$ cat config.mk
export PLATFORM = sky130hd
export DESIGN_NAME = mem_access_ctrl
export DESIGN_NICKNAME = d
export VERILOG_FILES = /design/src/rtl/mem_access_ctrl.sv
export SDC_FILE = /design/constraint.sdc
export NUM_CORES = 1
export LEC_CHECK = 0
export CAP_MARGIN = 20
export CORE_MARGIN = 2
export CORE_UTILIZATION = 36
export CTS_BUF_LIST = sky130_fd_sc_hd__clkbuf_8 sky130_fd_sc_hd__clkbuf_16
export DETAILED_ROUTE_END_ITERATION = 12
export PLACE_DENSITY = 0.83
export SETUP_SLACK_MARGIN = 0.15
export SLEW_MARGIN = 20
export SYNTH_ARGS = -nofsm -noshare
export SYNTH_HDL_FRONTEND = slang
export SYNTH_SLANG_ARGS = --single-unit
$ cat constraint.sdc
create_clock -name clk -period 1.8 [get_ports clk]
set_input_delay 0.36 -clock clk [delete_from_list [all_inputs] [get_ports clk]]
set_output_delay 0.36 -clock clk [all_outputs]
set_load 0.03 [all_outputs]
$ cat src/rtl/mem_access_ctrl.sv
// mem_access_ctrl: burst initiator for the calculator's synchronous register-file memory.
// Define MEM_ACCESS_READBACK_VERIFY_EN to read back and compare every write beat (sticky err).
module mem_access_ctrl #(
  parameter int WIDTH = 32,
  parameter int DEPTH = 8,
  parameter int LEN_W = 4
) (
  input  logic             clk,
  input  logic             reset_n,
  input  logic             req_valid,
  output logic             req_ready,
  input  logic             req_write,
  input  logic [DEPTH-1:0] req_addr,
  input  logic [LEN_W-1:0] req_len,
  input  logic [WIDTH-1:0] wr_data,
  output logic             wr_ready,
  output logic             rsp_valid,
  output logic [WIDTH-1:0] rsp_data,
  output logic             rsp_last,
  output logic             busy,
  output logic             err,
  output logic             mem_valid,
  output logic             mem_rw,
  output logic [DEPTH-1:0] mem_addr,
  output logic [WIDTH-1:0] mem_din,
  input  logic [WIDTH-1:0] mem_dout
);
`ifdef MEM_ACCESS_READBACK_VERIFY_EN
  typedef enum logic [2:0] {IDLE, WRITE, READ, DRAIN, WVERIFY} state_t;
`else
  typedef enum logic [1:0] {IDLE, WRITE, READ, DRAIN} state_t;
`endif
  state_t state, state_nxt;
  logic started, rd_p, rd_p_last, accept, last, step;
  logic [DEPTH-1:0] cur_addr;
  logic [LEN_W-1:0] cnt;
  assign last = cnt == '0;
  assign req_ready = state == IDLE && started;
  assign accept = req_valid && req_ready;
  assign busy = state != IDLE;
  assign wr_ready = state == WRITE;
  assign mem_rw = state == WRITE;
  assign mem_din = wr_ready ? wr_data : '0;
  assign mem_addr = mem_valid ? cur_addr : '0;
`ifdef MEM_ACCESS_READBACK_VERIFY_EN
  // vphase splits WVERIFY into its read-strobe cycle (0) and compare cycle (1)
  logic vphase, err_r;
  logic [WIDTH-1:0] chk_data;
  assign mem_valid = state == WRITE || state == READ || (state == WVERIFY && !vphase);
  assign step = state == READ || (state == WVERIFY && vphase);
  assign err = err_r;
  always_ff @(posedge clk or negedge reset_n)
    if (!reset_n) begin
      vphase <= 1'b0;
      chk_data <= '0;
      err_r <= 1'b0;
    end else begin
      vphase <= state == WVERIFY && !vphase;
      if (state == WRITE) chk_data <= wr_data;
      if (accept) err_r <= 1'b0;
      else if (state == WVERIFY && vphase && mem_dout != chk_data) err_r <= 1'b1;
    end
`else
  assign mem_valid = state == WRITE || state == READ;
  assign step = mem_valid;
  assign err = 1'b0;
`endif
  always_comb begin
    state_nxt = state;
    case (state)
      IDLE:    state_nxt = accept ? (req_write ? WRITE : READ) : IDLE;
`ifdef MEM_ACCESS_READBACK_VERIFY_EN
      WRITE:   state_nxt = WVERIFY;
      WVERIFY: state_nxt = vphase ? (last ? IDLE : WRITE) : WVERIFY;
`else
      WRITE:   state_nxt = last ? IDLE : WRITE;
`endif
      READ:    state_nxt = last ? DRAIN : READ;
      DRAIN:   state_nxt = IDLE;
      default: state_nxt = IDLE;
    endcase
  end
  always_ff @(posedge clk or negedge reset_n)
    if (!reset_n) begin
      state <= IDLE;
      started <= 1'b0;
      cur_addr <= '0;
      cnt <= '0;
      rd_p <= 1'b0;
      rd_p_last <= 1'b0;
      rsp_valid <= 1'b0;
      rsp_last <= 1'b0;
      rsp_data <= '0;
    end else begin
      state <= state_nxt;
      started <= 1'b1;
      // read data returns one cycle after the strobe and is registered one more cycle
      rd_p <= state == READ;
      rd_p_last <= state == READ && last;
      rsp_valid <= rd_p;
      rsp_last <= rd_p_last;
      if (rd_p) rsp_data <= mem_dout;
      if (accept) begin
        cur_addr <= req_addr;
        cnt <= req_len;
      end else if (step) begin
        cur_addr <= cur_addr + DEPTH'(1);
        cnt <= cnt - LEN_W'(1);
      end
    end
endmodule
==> run summary, run 1 <==
The flow ran to the end, but the final reports show violations. The checks that failed: negative setup slack. The post-layout minimum cycle time is 1810 ps. The run gives 170 ps as the worst-case register-to-register setup slack. In the final layout, flip-flops and latches occupy 1280 um^2. In this run the standard cell core region covers 6390 um^2. The floorplan step defined a die boundary enclosing 7350 um^2.

The min-delay analysis places its worst path in the category flip-flop to flip-flop. The critical-path maximum fanout works out to 5. For the final standard cell utilization of the core, the log shows 0.697.

Detailed-route wire length: 7.26 mm. After synthesis, the cell types taking the most area are sky130_fd_sc_hd__dfrtp_1, sky130_fd_sc_hd__mux2_2, sky130_fd_sc_hd__and2_1, sky130_fd_sc_hd__ha_1, sky130_fd_sc_hd__a21oi_1. The sum of overflow across all layers after global routing came out at 0. Detailed placement ended at an HPWL of 5.25 mm.

The run gives 51 as the count of clock tree sinks. Max-cap violations in this run came to 0. At the end of routability-driven placement, the weighted congestion stood at 0.754. The tools report the global-route track usage on met2 as 0.349.

After floorplanning, the core was divided into 29 placement rows. In the layout the commonest cells are sky130_fd_sc_hd__clkdlybuf4s50_1, sky130_fd_sc_hd__dfrtp_1, sky130_fd_sc_hd__buf_6. The final hold violation count was 0; the final setup violation count was 5. Entering global routing, the biggest net connects 34 pins. 0 antenna diodes ended up in the layout. The DRC violation count after routing was 0. The overall global routing resource usage came out at 0.191. In this run, the number of DRC markers left after iteration 0 of detailed routing was 44. For the final database, setup skew stands at 10.5 ps. For the total of warnings raised by yosys, the log shows 0. The busiest layer in global routing was met2. The net count of the finished layout is 462. Main flop type after synthesis: sky130_fd_sc_hd__dfrtp_1.

The number of cells after detailed placement is 433, and the achievable frequency is 551 MHz. The final worst setup slack was -14.0 ps. The critical path is of the flip-flop to output port type. 160 I/O pins were placed. The design draws 7.68 mW.

The synthesis-to-finish area growth came out at 85.3%. Setup repair after global routing could not meet its margin everywhere. Counting distinct cell types in the post-synthesis netlist gives 27. At the worst endpoint, the required time is 1440 ps. sky130_fd_sc_hd__dfrtp_1 takes more of the synthesized area than any other cell. In this run the horizontal extent of the chip is 85.7 um. Buffers inserted during clock tree synthesis total 5. The instance count of the mapped netlist came out at 206. The logs give 1.00 mV for the worst voltage drop across the vdd grid and 1150 um^2 for the multi-input combinational cell area. Buffers placed on the I/O ports in this run total 158. For this run, the number of standard cells in the final layout without fillers is 454.

After filler insertion, the fill cell instance count of the layout stands at 493. Counting flops and latches in the post-synthesis netlist gives 51. The die height was 85.7 um; the data arrival time of the critical path was 1450 ps.

After detailed routing, the number of vias per cell comes to 4.75. The number of antenna violations at the first check in global routing was 0; the final hold slack was 361 ps. The part of the cycle the worst path needs was 1.01; the area of the mapped netlist was 2400 um^2. The mean post-synth cell area is 11.7 um^2. Summed over all cells, the static leakage comes to 2.03 nW.

The library cell used most frequently in the layout, excluding fill and tap cells, is sky130_fd_sc_hd__clkdlybuf4s50_1. TritonCTS built the clock tree. The clock-pin transition on the worst setup and hold timing paths was 90 ps. The count of pins over their slew limit is 0. The worst setup path is launched from a flip-flop.

The run gives 2183 as the number of global-route vias before repair. For the post-route antenna net violation count, the log shows 0. Clock latency on the worst-skew pair, taken at its later pin, is 300 ps. In the final routed layout, each cell accounts on average for 16.0 um.

The tools report the initial cell density of the core as 0.376. When the netlist entered floorplanning its net count stood at 292. The first detailed-routing pass took 4 iterations.

The first global-routing pass estimated 11.1 mm of wire. The met3 routing resource usage after global routing is 0.0385, and the proportion of netlist area held by the largest area contributor is 0.531. The tools report the kind of end point of the critical path as an output port. The buffer levels on the longest clock path is 2. The tools report the clock root buffer as sky130_fd_sc_hd__clkbuf_8. The fraction of synthesis flops using an asynchronous set or reset pin is 1.00. The post-route setup TNS is -35.2 ps, and the fraction of final layout cells with drive strength greater than 1 is 0.395. The areal power density over the cells was 1720 nW/um^2; the number of levels the H-tree was split into was 2.

The logs give 0.531 for the fraction of the yosys area taken by sequential cells and 0.237 for the met1 capacity usage during global routing. Yosys mapped a number of flops with a built-in enable equal to 0. The routed layout has 2155 vias.
## critical path: stages (launching register included)
cell,delay (ps)
sky130_fd_sc_hd__dfrtp_1,400
sky130_fd_sc_hd__inv_2,80
sky130_fd_sc_hd__ha_4,290
sky130_fd_sc_hd__buf_6,130
sky130_fd_sc_hd__and2_4,140
sky130_fd_sc_hd__buf_6,120
## repair_timing
| item | 4_1_cts | 5_1_grt |
|---|---|---|
| pin swaps | 2 | 6 |
| cloned | 1 | 0 |
| buffers inserted | 2 | 9 |
| setup endpoints to repair | 81 | 52 |
| gates resized for setup | 72 | 25 |
| endpoints found under the hold margin | 10 | 0 |
| hold buffers | 1 | 0 |
## kinds of logic after synthesis
| group | count (synthesis) | share of synthesized area |
|---|---|---|
| simple gates | 70 | 0.173 |
| compound gates | 17 | 0.0380 |
| buf+inv | 18 | 0.0349 |
| fa+ha+maj | 6 | 0.0312 |
| mux | 35 | 0.163 |
| xor+xnor | 7 | 0.0255 |
| flops | 51 | 0.531 |
| other cells | 2 | 0.00312 |
## through the flow
| stage | setup WS (ps) | area (um^2) |
|---|---|---|
| floorplan | 148 | 2480 |
| detailed placement | 98.8 | 4050 |
| global placement | 137 | 4050 |
| CTS | -16.0 | 4300 |
| finish | -14.0 | 4450 |
| global route | -75.0 | 4450 |
## per-layer routing
layer	vias up	share of wire
met5	-	0
met4	0	0.0070
met3	4	0.054
met2	76	0.53
met1	1052	0.41
li1	1023	-
## registers in the layout (all words and copies together), names as in the netlist
register,flops
rd_p,1
rsp_valid,1
state,2
started,1
cur_addr,8
rsp_last,1
cnt,4
rsp_data,32
rd_p_last,1
## final timing paths
check | startpoint | to | depth (start not counted)
worst max-delay path | state[0] | mem_addr[3] | 5
worst min register to register | rd_p_last | rsp_last | 0
worst min-delay path | rd_p_last | rsp_last | 0
max in group asynchronous | reset_n | cnt[2] | 3
worst max register to register | state[0] | cur_addr[6] | 7
min in group asynchronous | reset_n | rsp_data[28] | 2
## synth_stat cells (3+ instances only)
cell,number
sky130_fd_sc_hd__clkbuf_1,6
sky130_fd_sc_hd__or3_1,3
sky130_fd_sc_hd__a31oi_1,3
sky130_fd_sc_hd__buf_2,4
sky130_fd_sc_hd__nand2_1,3
sky130_fd_sc_hd__nor2_1,13
sky130_fd_sc_hd__inv_1,5
sky130_fd_sc_hd__nand3_1,4
sky130_fd_sc_hd__o21ai_0,3
sky130_fd_sc_hd__xor2_1,4
sky130_fd_sc_hd__and2_1,40
sky130_fd_sc_hd__ha_1,6
sky130_fd_sc_hd__dfrtp_1,51
sky130_fd_sc_hd__xnor2_1,3
sky130_fd_sc_hd__mux2_2,32
sky130_fd_sc_hd__buf_4,3
sky130_fd_sc_hd__a21oi_1,10
## final cells by class
type / instances / area share
Tap cell: 77 / 0.0216
Clock buffer: 5 / 0.0154
Multi-Input combinational cell: 137 / 0.258
Clock inverter: 3 / 0.0104
Timing Repair Buffer: 176 / 0.404
Sequential cell: 51 / 0.287
Inverter: 5 / 0.00421
## report_power, final
part	internal [mW]	switching (mW)
Clock	0.419	0.386
Combinational	2.29	2.57
Sequential	1.66	0.354
Note: power is estimated with default switching activity, not from simulation.
==> run 2, diff against run 1 <==
--- a/config.mk
+++ b/config.mk
@@ -10,7 +10,7 @@
 export CORE_UTILIZATION = 36
 export CTS_BUF_LIST = sky130_fd_sc_hd__clkbuf_8 sky130_fd_sc_hd__clkbuf_16
 export DETAILED_ROUTE_END_ITERATION = 12
-export PLACE_DENSITY = 0.83
+export PLACE_DENSITY = 0.79
 export SETUP_SLACK_MARGIN = 0.15
 export SLEW_MARGIN = 20
 export SYNTH_ARGS = -nofsm -noshare
==> run 2 against run 1 <==
Net effect:
- the run still ends with negative setup slack left
- first-iteration DRC count is 45% higher
- clock-buffer cell count is 1 higher
- core utilization down 0.45 points
- die area stayed put
- routed wire length down 4.8%
- sequential power about the same
- cell area decreased by 0.65%
- critical path depth grew 1
- sequential cell count unchanged
- highest routed layer unchanged
==> run summary, run 2 (synthesis gave the netlist of run 1 again) <==
Kind of end point of the critical path: an output port. The part of the cycle the worst path needs works out to 1.03 (+0.0221). The detailed placement HPWL is 5.07 mm (-3.4%), and the post-layout minimum cycle time is 1850 ps (+39.9 ps). The count of clock tree sinks was 51 (unchanged). The tools report the global-route track usage on met2 as 0.347 (-0.00213).

The logs give 0.244 (+0.00680) for the met1 capacity usage during global routing and 0.754 (unchanged) for the placer congestion estimate. The final cell area excluding filler cells is 4430 um^2 (-0.65%). The post-route setup TNS was -1160 ps (-1130 ps). For the largest net degree at the start of global routing, the log shows 52 (+53%).

Leaving out fill and tap cells, the most frequent cell in the layout is sky130_fd_sc_hd__clkdlybuf4s50_1. The synthesis-to-finish area growth works out to 84.1%. The register with the most flip-flops in the final layout is rsp_data. The areal power density over the cells was 1700 nW/um^2 (-1.5%); the DRC violation count after routing was 0 (unchanged). The number of levels the H-tree was split into came out at 2 (unchanged). The stage delay of the slowest cell on the critical path is 400 ps (about the same), and the number of cells after detailed placement is 433 (unchanged). The count of buffers inserted at the top-level ports is 158 (unchanged). The detailed-route wire length was 6.91 mm (-4.8%); the ratio of routed vias to standard cells was 4.69 (-1.3%).

The core region area came out at 6390 um^2 (unchanged). Number of top-level design ports: 160 (unchanged). Total CTS buffers: 5 (unchanged). The met3 routing resource usage after global routing was 0.0337 (-0.00481).

Busiest layer in global routing: met2. STA classifies the critical path startpoint as a flip-flop. Leaving out fill and tap cells, the most frequent cells in the layout are sky130_fd_sc_hd__clkdlybuf4s50_1, sky130_fd_sc_hd__dfrtp_1, sky130_fd_sc_hd__buf_6.

The final antenna diode count was 0 (unchanged); the overall global routing resource usage was 0.192 (+0.00118). The final worst clock skew came out at 7.95 ps (-2.57 ps). The run gives 11.1 mm (+0.31%) as the first-pass GRT wire length. The filler cell count is 503 (+2.0%), and the post-route antenna net violation count is 0 (unchanged).

The count of pins over their slew limit was 0 (unchanged); the initial cell density of the core was 0.376 (unchanged). The tools report the final setup violation count as 36 (+31). Traced cell by cell, the critical path runs through buf_4, inv_4, ha_4, buf_12, and2_4, buf_6. The run gives 1440 ps (about the same) as the worst path required time. The critical path in this run is classified as flip-flop to output port. The detailed router's first-iteration violation count was 64 (+45%).

The path class of the lowest-slack min-delay path was primary input to asynchronous set/reset pin. The fraction of final layout cells with drive strength greater than 1 is 0.395 (-0.000559), and the total via count in the routed design is 2118 (-1.7%). The final hold violation count was 0 (unchanged); the buffer levels on the longest clock path was 2 (unchanged).

The logs give 0 (unchanged) for the number of antenna violations at the first check in global routing and 539 MHz (-2.2%) for the achievable frequency. The number of flip-flops under the largest register name came out at 32 (unchanged). The tree is rooted in a sky130_fd_sc_hd__clkbuf_8. The number of global-route vias before repair is 2202 (+0.87%).

The cell at the slowest stage of the critical path was sky130_fd_sc_hd__dfrtp_1. The routed length per instance was 15.3 um (-4.4%). The critical-path maximum fanout is 6 (+1), and the final worst setup slack is -53.9 ps (-39.9 ps). The flow ran to the end, but the final reports show violations. The number of placement rows was 29 (unchanged). The run gives 452 (-0.44%) as the number of standard cells in the final layout excluding fillers. For the data arrival time of the critical path, the log shows 1490 ps (+40 ps). The final reports fail on negative setup slack.

For the clock insertion delay at the later pin of the skew report, the log shows 300 ps (about the same). The sum of overflow across all layers after global routing was 0 (unchanged); the number of optimization iterations in the first detailed-route pass was 4 (unchanged). Setup repair after global routing could not meet its margin everywhere. The run gives 4050 um^2 (unchanged) as the placed cell area.

The clock-pin transition on the worst setup and hold timing paths is 100 ps (about the same), and the die outline area is 7350 um^2 (unchanged). In the final layout, the registers with the most flip-flops are rsp_data (32), cur_addr (8), cnt (4). The die height was 85.7 um (unchanged). The tools report the number of nets in the final layout as 460 (-0.43%).

The run gives 0 (unchanged) as the count of maximum capacitance violations. The worst setup slack after placement is 94.2 ps (-4.57 ps), and the worst voltage drop across the vdd grid is 1.05 mV (+4.3%). Total leakage power: 2.02 nW (-0.63%). TritonCTS built the clock tree.

The die boundary width was 85.7 um (unchanged).
[run 2: changes by cell type in the layout (fill, tap and decap cells not counted), sizes merged]
cell	delta
dlygate4sd3	-1
clkinv	+1
clkbuf	+1
inv	-1
buf	-1
bufinv	-1
[run 2: through the flow]
stage                util  power, mW  hold slack, ps
floorplan               -       4.78            64.4
global placement    0.634       6.41             334
detailed placement  0.634       6.52             339
CTS                 0.689       7.51            42.1
global route        0.693       7.96            41.0
finish              0.693       7.51            33.1
[run 2: area by class of cell]
cell class / instances / area [um^2] / area share
Clock inverter: 2 / 16.3 / 0.00368
Multi-Input combinational cell: 137 / 1150 / 0.259
Inverter: 5 / 21.3 / 0.00481
Tap cell: 77 / 96.3 / 0.0218
Sequential cell: 51 / 1280 / 0.288
Clock buffer: 6 / 82.6 / 0.0187
Timing Repair Buffer: 174 / 1790 / 0.403
[run 2: path summary, 6_finish.rpt]
check | slack, ps | cells after the start | end | start
setup / recovery | -50 | 6 | mem_addr[0] | state[0]
min in group clk | 350 | 0 | rsp_last | rd_p_last
setup reg to reg | 70 | 8 | cur_addr[6] | state[0]
hold reg to reg | 350 | 0 | rsp_last | rd_p_last
max in group asynchronous | 1540 | 2 | cnt[2] | reset_n
hold / removal | 30 | 2 | rsp_data[12] | reset_n
[run 2: power breakdown]
| group | switching, mW | internal (mW) |
|---|---|---|
| sequential | 0.356 | 1.66 |
| combinational | 2.54 | 2.26 |
| clock | 0.377 | 0.314 |
[run 2: metal layers]
layer  part of all wire  vias up
met5                  0        -
met4              0.010        0
met3              0.054        8
met2               0.52       78
met1               0.42     1006
li1                   -     1026
[run 2: what timing repair did]
item | 4_1_cts | 5_1_grt
gates resized for setup | 94 | 4
cloned | 1 | 0
pin swaps | 4 | 0
setup endpoints to repair | 81 | 51
hold endpoints to repair | 0 | 0
hold buffers | 0 | 0
setup buffers | 9 | 1
[run 2: critical path: cells and delay by family, from the launching register on]
family	cells	cell delay, ps
adder cells (fa/ha/maj)	1	200
buffers and inverters	4	470
flip-flops	1	400
AND/OR/NAND/NOR	1	130
==> run 3, diff against run 2 <==
==> constraint.sdc (replaced) <==
create_clock -name clk -period 1.9 [get_ports clk]
set_input_delay 0.38 -clock clk [delete_from_list [all_inputs] [get_ports clk]]
set_output_delay 0.38 -clock clk [all_outputs]
set_load 0.03 [all_outputs]
==> run 3 against run 2 <==
Net effect:
- the run now ends clean
- non-clock buffer count is 1 higher
- total power is 2.1% lower
- clock power is 5.8% higher
- first-iteration DRC count is 4.7% higher
- sequential power is 5% lower
- largest power group unchanged
- highest routed layer unchanged
==> run summary, run 3 (synthesis gave the netlist of run 1 again) <==
The die height is 85.7 um (unchanged), and the detailed placement HPWL is 4.93 mm (-2.9%). Leaving out fill and tap cells, the most frequent cells in the layout are sky130_fd_sc_hd__clkdlybuf4s50_1, sky130_fd_sc_hd__dfrtp_1, sky130_fd_sc_hd__buf_6. The run gives 67 (+4.7%) as the detailed router's first-iteration violation count. Final standard cell utilization of the core: 0.702 (+0.00901). The logs give 452 (unchanged) for the number of standard cells in the final layout excluding fillers and 1450 ps (-40 ps) for the data arrival time of the critical path.

The placer congestion estimate is 0.790 (+4.8%). The worst voltage drop across the vdd grid was 1.06 mV (+1.2%); the die boundary width was 85.7 um (unchanged). The run gives 0.587 as the normalized max-slew margin. The flow ran to the end, and the final reports show no timing, DRC or antenna violations.

The DRC violation count after routing came out at 0 (unchanged). Core region area: 6390 um^2 (unchanged). The tools report the number of optimization iterations in the first detailed-route pass as 4 (unchanged).

The min-delay analysis places its worst path in the category primary input to asynchronous set/reset pin. For the pin with the worst max-slew slack, the measured transition is 619 ps. Initial cell density of the core: 0.376 (unchanged).

The number of antenna violations at the first check in global routing is 0 (unchanged). The fraction of final layout cells with drive strength greater than 1 was 0.339 (-0.0560). Signal routing reaches up to met4.

The post-layout minimum cycle time is 1830 ps. The commonest non-fill, non-tap cell in the layout was sky130_fd_sc_hd__clkdlybuf4s50_1. The critical-path maximum fanout is 18 (+12). TritonCTS built the clock tree.

The run gives 7350 um^2 (unchanged) as the die outline area. The logs give 3980 um^2 (-1.7%) for the placed cell area and 2.14 nW (+6.3%) for the total leakage power. For the total met2 wirelength after detailed routing, the log shows 3.61 mm (+1.0%). For the largest net degree at the start of global routing, the log shows 34 (-35%). The count of buffers inserted at the top-level ports is 158 (unchanged), and the number of levels the H-tree was split into is 2 (unchanged). The met1 wire length is 2.84 mm (-1.8%), and the number of flip-flops under the largest register name is 32 (unchanged). For the count of pins over their slew limit, the log shows 0 (unchanged). For the post-route antenna net violation count, the log shows 0 (unchanged).

The startpoint-to-endpoint class of the critical path is flip-flop to output port. rsp_data holds more flip-flops than any other register. The tools report the final hold slack as 86.8 ps (+53.7 ps). The count of cells along the worst register-to-register path works out to 7 (-1).

The run gives 0 ps (+1160 ps) as the post-route setup TNS. The buffer levels on the longest clock path came out at 2 (unchanged). The tree is rooted in a sky130_fd_sc_hd__clkbuf_8. The final setup violation count was 0 (-100%). The number of nets in the final layout came out at 461 (+0.22%).

In the final layout, the registers with the most flip-flops are rsp_data (32), cur_addr (8), cnt (4). The count of maximum capacitance violations is 0 (unchanged). The first-pass GRT wire length is 10.7 mm (-3.3%). The final antenna diode count was 0 (unchanged). End of the worst register-to-register path: cur_addr[5]. Worst path required time: 1520 ps (+80 ps). The logs give 51 (unchanged) for the count of clock tree sinks and 230 ps (+160 ps) for the worst-case register-to-register setup slack.

The logs give 0 (unchanged) for the hold buffer count at CTS and 2086 (-1.5%) for the total via count in the routed design. The number of cells after detailed placement is 433 (unchanged), and the overall global routing resource usage is 0.186 (-0.00633). Relative to the synthesized area, the layout overhead comes to 86.5%. The launch instance of the worst register-to-register path was state[1]. The number of top-level design ports was 160 (unchanged). The tools report the final worst clock skew as 4.23 ps (-3.72 ps). The clock-pin transition on the worst setup and hold timing paths came out at 90 ps (about the same). The ratio of routed vias to standard cells is 4.62 (-1.5%), and the achievable frequency is 546 MHz. The number of global-route vias before repair is 2155 (-2.1%).

The detailed-route wire length is 6.86 mm (-0.68%), and the areal power density over the cells is 1640 nW/um^2 (-3.3%). Final cell area excluding filler cells: 4480 um^2 (+1.3%). The sum of overflow across all layers after global routing is 0 (unchanged), and the final hold violation count is 0 (unchanged).

STA classifies the critical path endpoint as an output port. For the number of placement rows, the log shows 29 (unchanged). The tools report the wire length on met3 as 400 um (+7.2%). The part of the cycle the worst path needs is 0.965. STA classifies the critical path startpoint as a flip-flop. Setup repair after global routing could not meet its margin everywhere. The clock insertion delay at the later pin of the skew report was 290 ps (about the same). The routed length per instance works out to 15.2 um (-0.68%). The total CTS buffers came out at 5 (unchanged).
## run 3: cell types whose count changed in the layout (fill, tap and decap cells not counted), moves of 4 or more
cell,delta
sky130_fd_sc_hd__dlygate4sd2_1,-34
sky130_fd_sc_hd__and2_2,-28
sky130_fd_sc_hd__buf_6,-5
sky130_fd_sc_hd__dlymetal6s2s_1,+20
sky130_fd_sc_hd__buf_4,+4
sky130_fd_sc_hd__clkdlybuf4s50_1,+14
sky130_fd_sc_hd__and2_4,+7
sky130_fd_sc_hd__and2_1,+21
## run 3: how the worst max path moves through the flow
stage	startpoint	endpoint	depth (start not counted)
global route	state[0]	mem_din[25]	5
global placement	state[1]	req_ready	4
detailed placement	state[1]	req_ready	4
finish	state[0]	mem_din[3]	5
floorplan	state[1]	mem_addr[0]	5
CTS	state[0]	mem_din[19]	5
## run 3: what timing repair did
action,4_1_cts,5_1_grt
endpoints found under the setup margin,47,66
resized for setup,66,33
pin swaps,2,2
setup buffers,10,2
## run 3: report_power, final
group          internal, mW  switching (mW)  leakage, nW
logic                  2.32            2.40         1.48
registers              1.58           0.329        0.614
clock network         0.385           0.346       0.0502
total                  4.28            3.08         2.14
## run 3: critical path, cell delays in order (launching register included)
cell and delay, ps:
sky130_fd_sc_hd__dfrtp_1 410, sky130_fd_sc_hd__buf_4 150, sky130_fd_sc_hd__ha_4 170, sky130_fd_sc_hd__buf_12 150, sky130_fd_sc_hd__and2_1 150, sky130_fd_sc_hd__buf_6 140
## run 3: per-layer routing
metal  track usage  vias up
li1              -     1020
met1         0.237      995
met2         0.329       69
met3        0.0414        2
met4        0.0289        0
met5             0        -
## run 3: per-stage QoR
step	setup WS (ps)	power (mW)
2_1_floorplan	112	4.40
3_3_place_gp	74.0	5.93
3_5_place_dp	-24.4	6.03
4_1_cts	77.8	7.37
5_1_grt	26.5	7.77
6_report	67.3	7.36
## run 3: area by class of cell
cell class | instances | area (um^2)
clock buffer | 5 | 68.8
clock inverter | 2 | 37.5
fill | 479 | 1900
inverter | 5 | 18.8
multi-input combinational | 137 | 1120
sequential | 51 | 1280
tap | 77 | 96.3
timing repair buffer | 175 | 1860
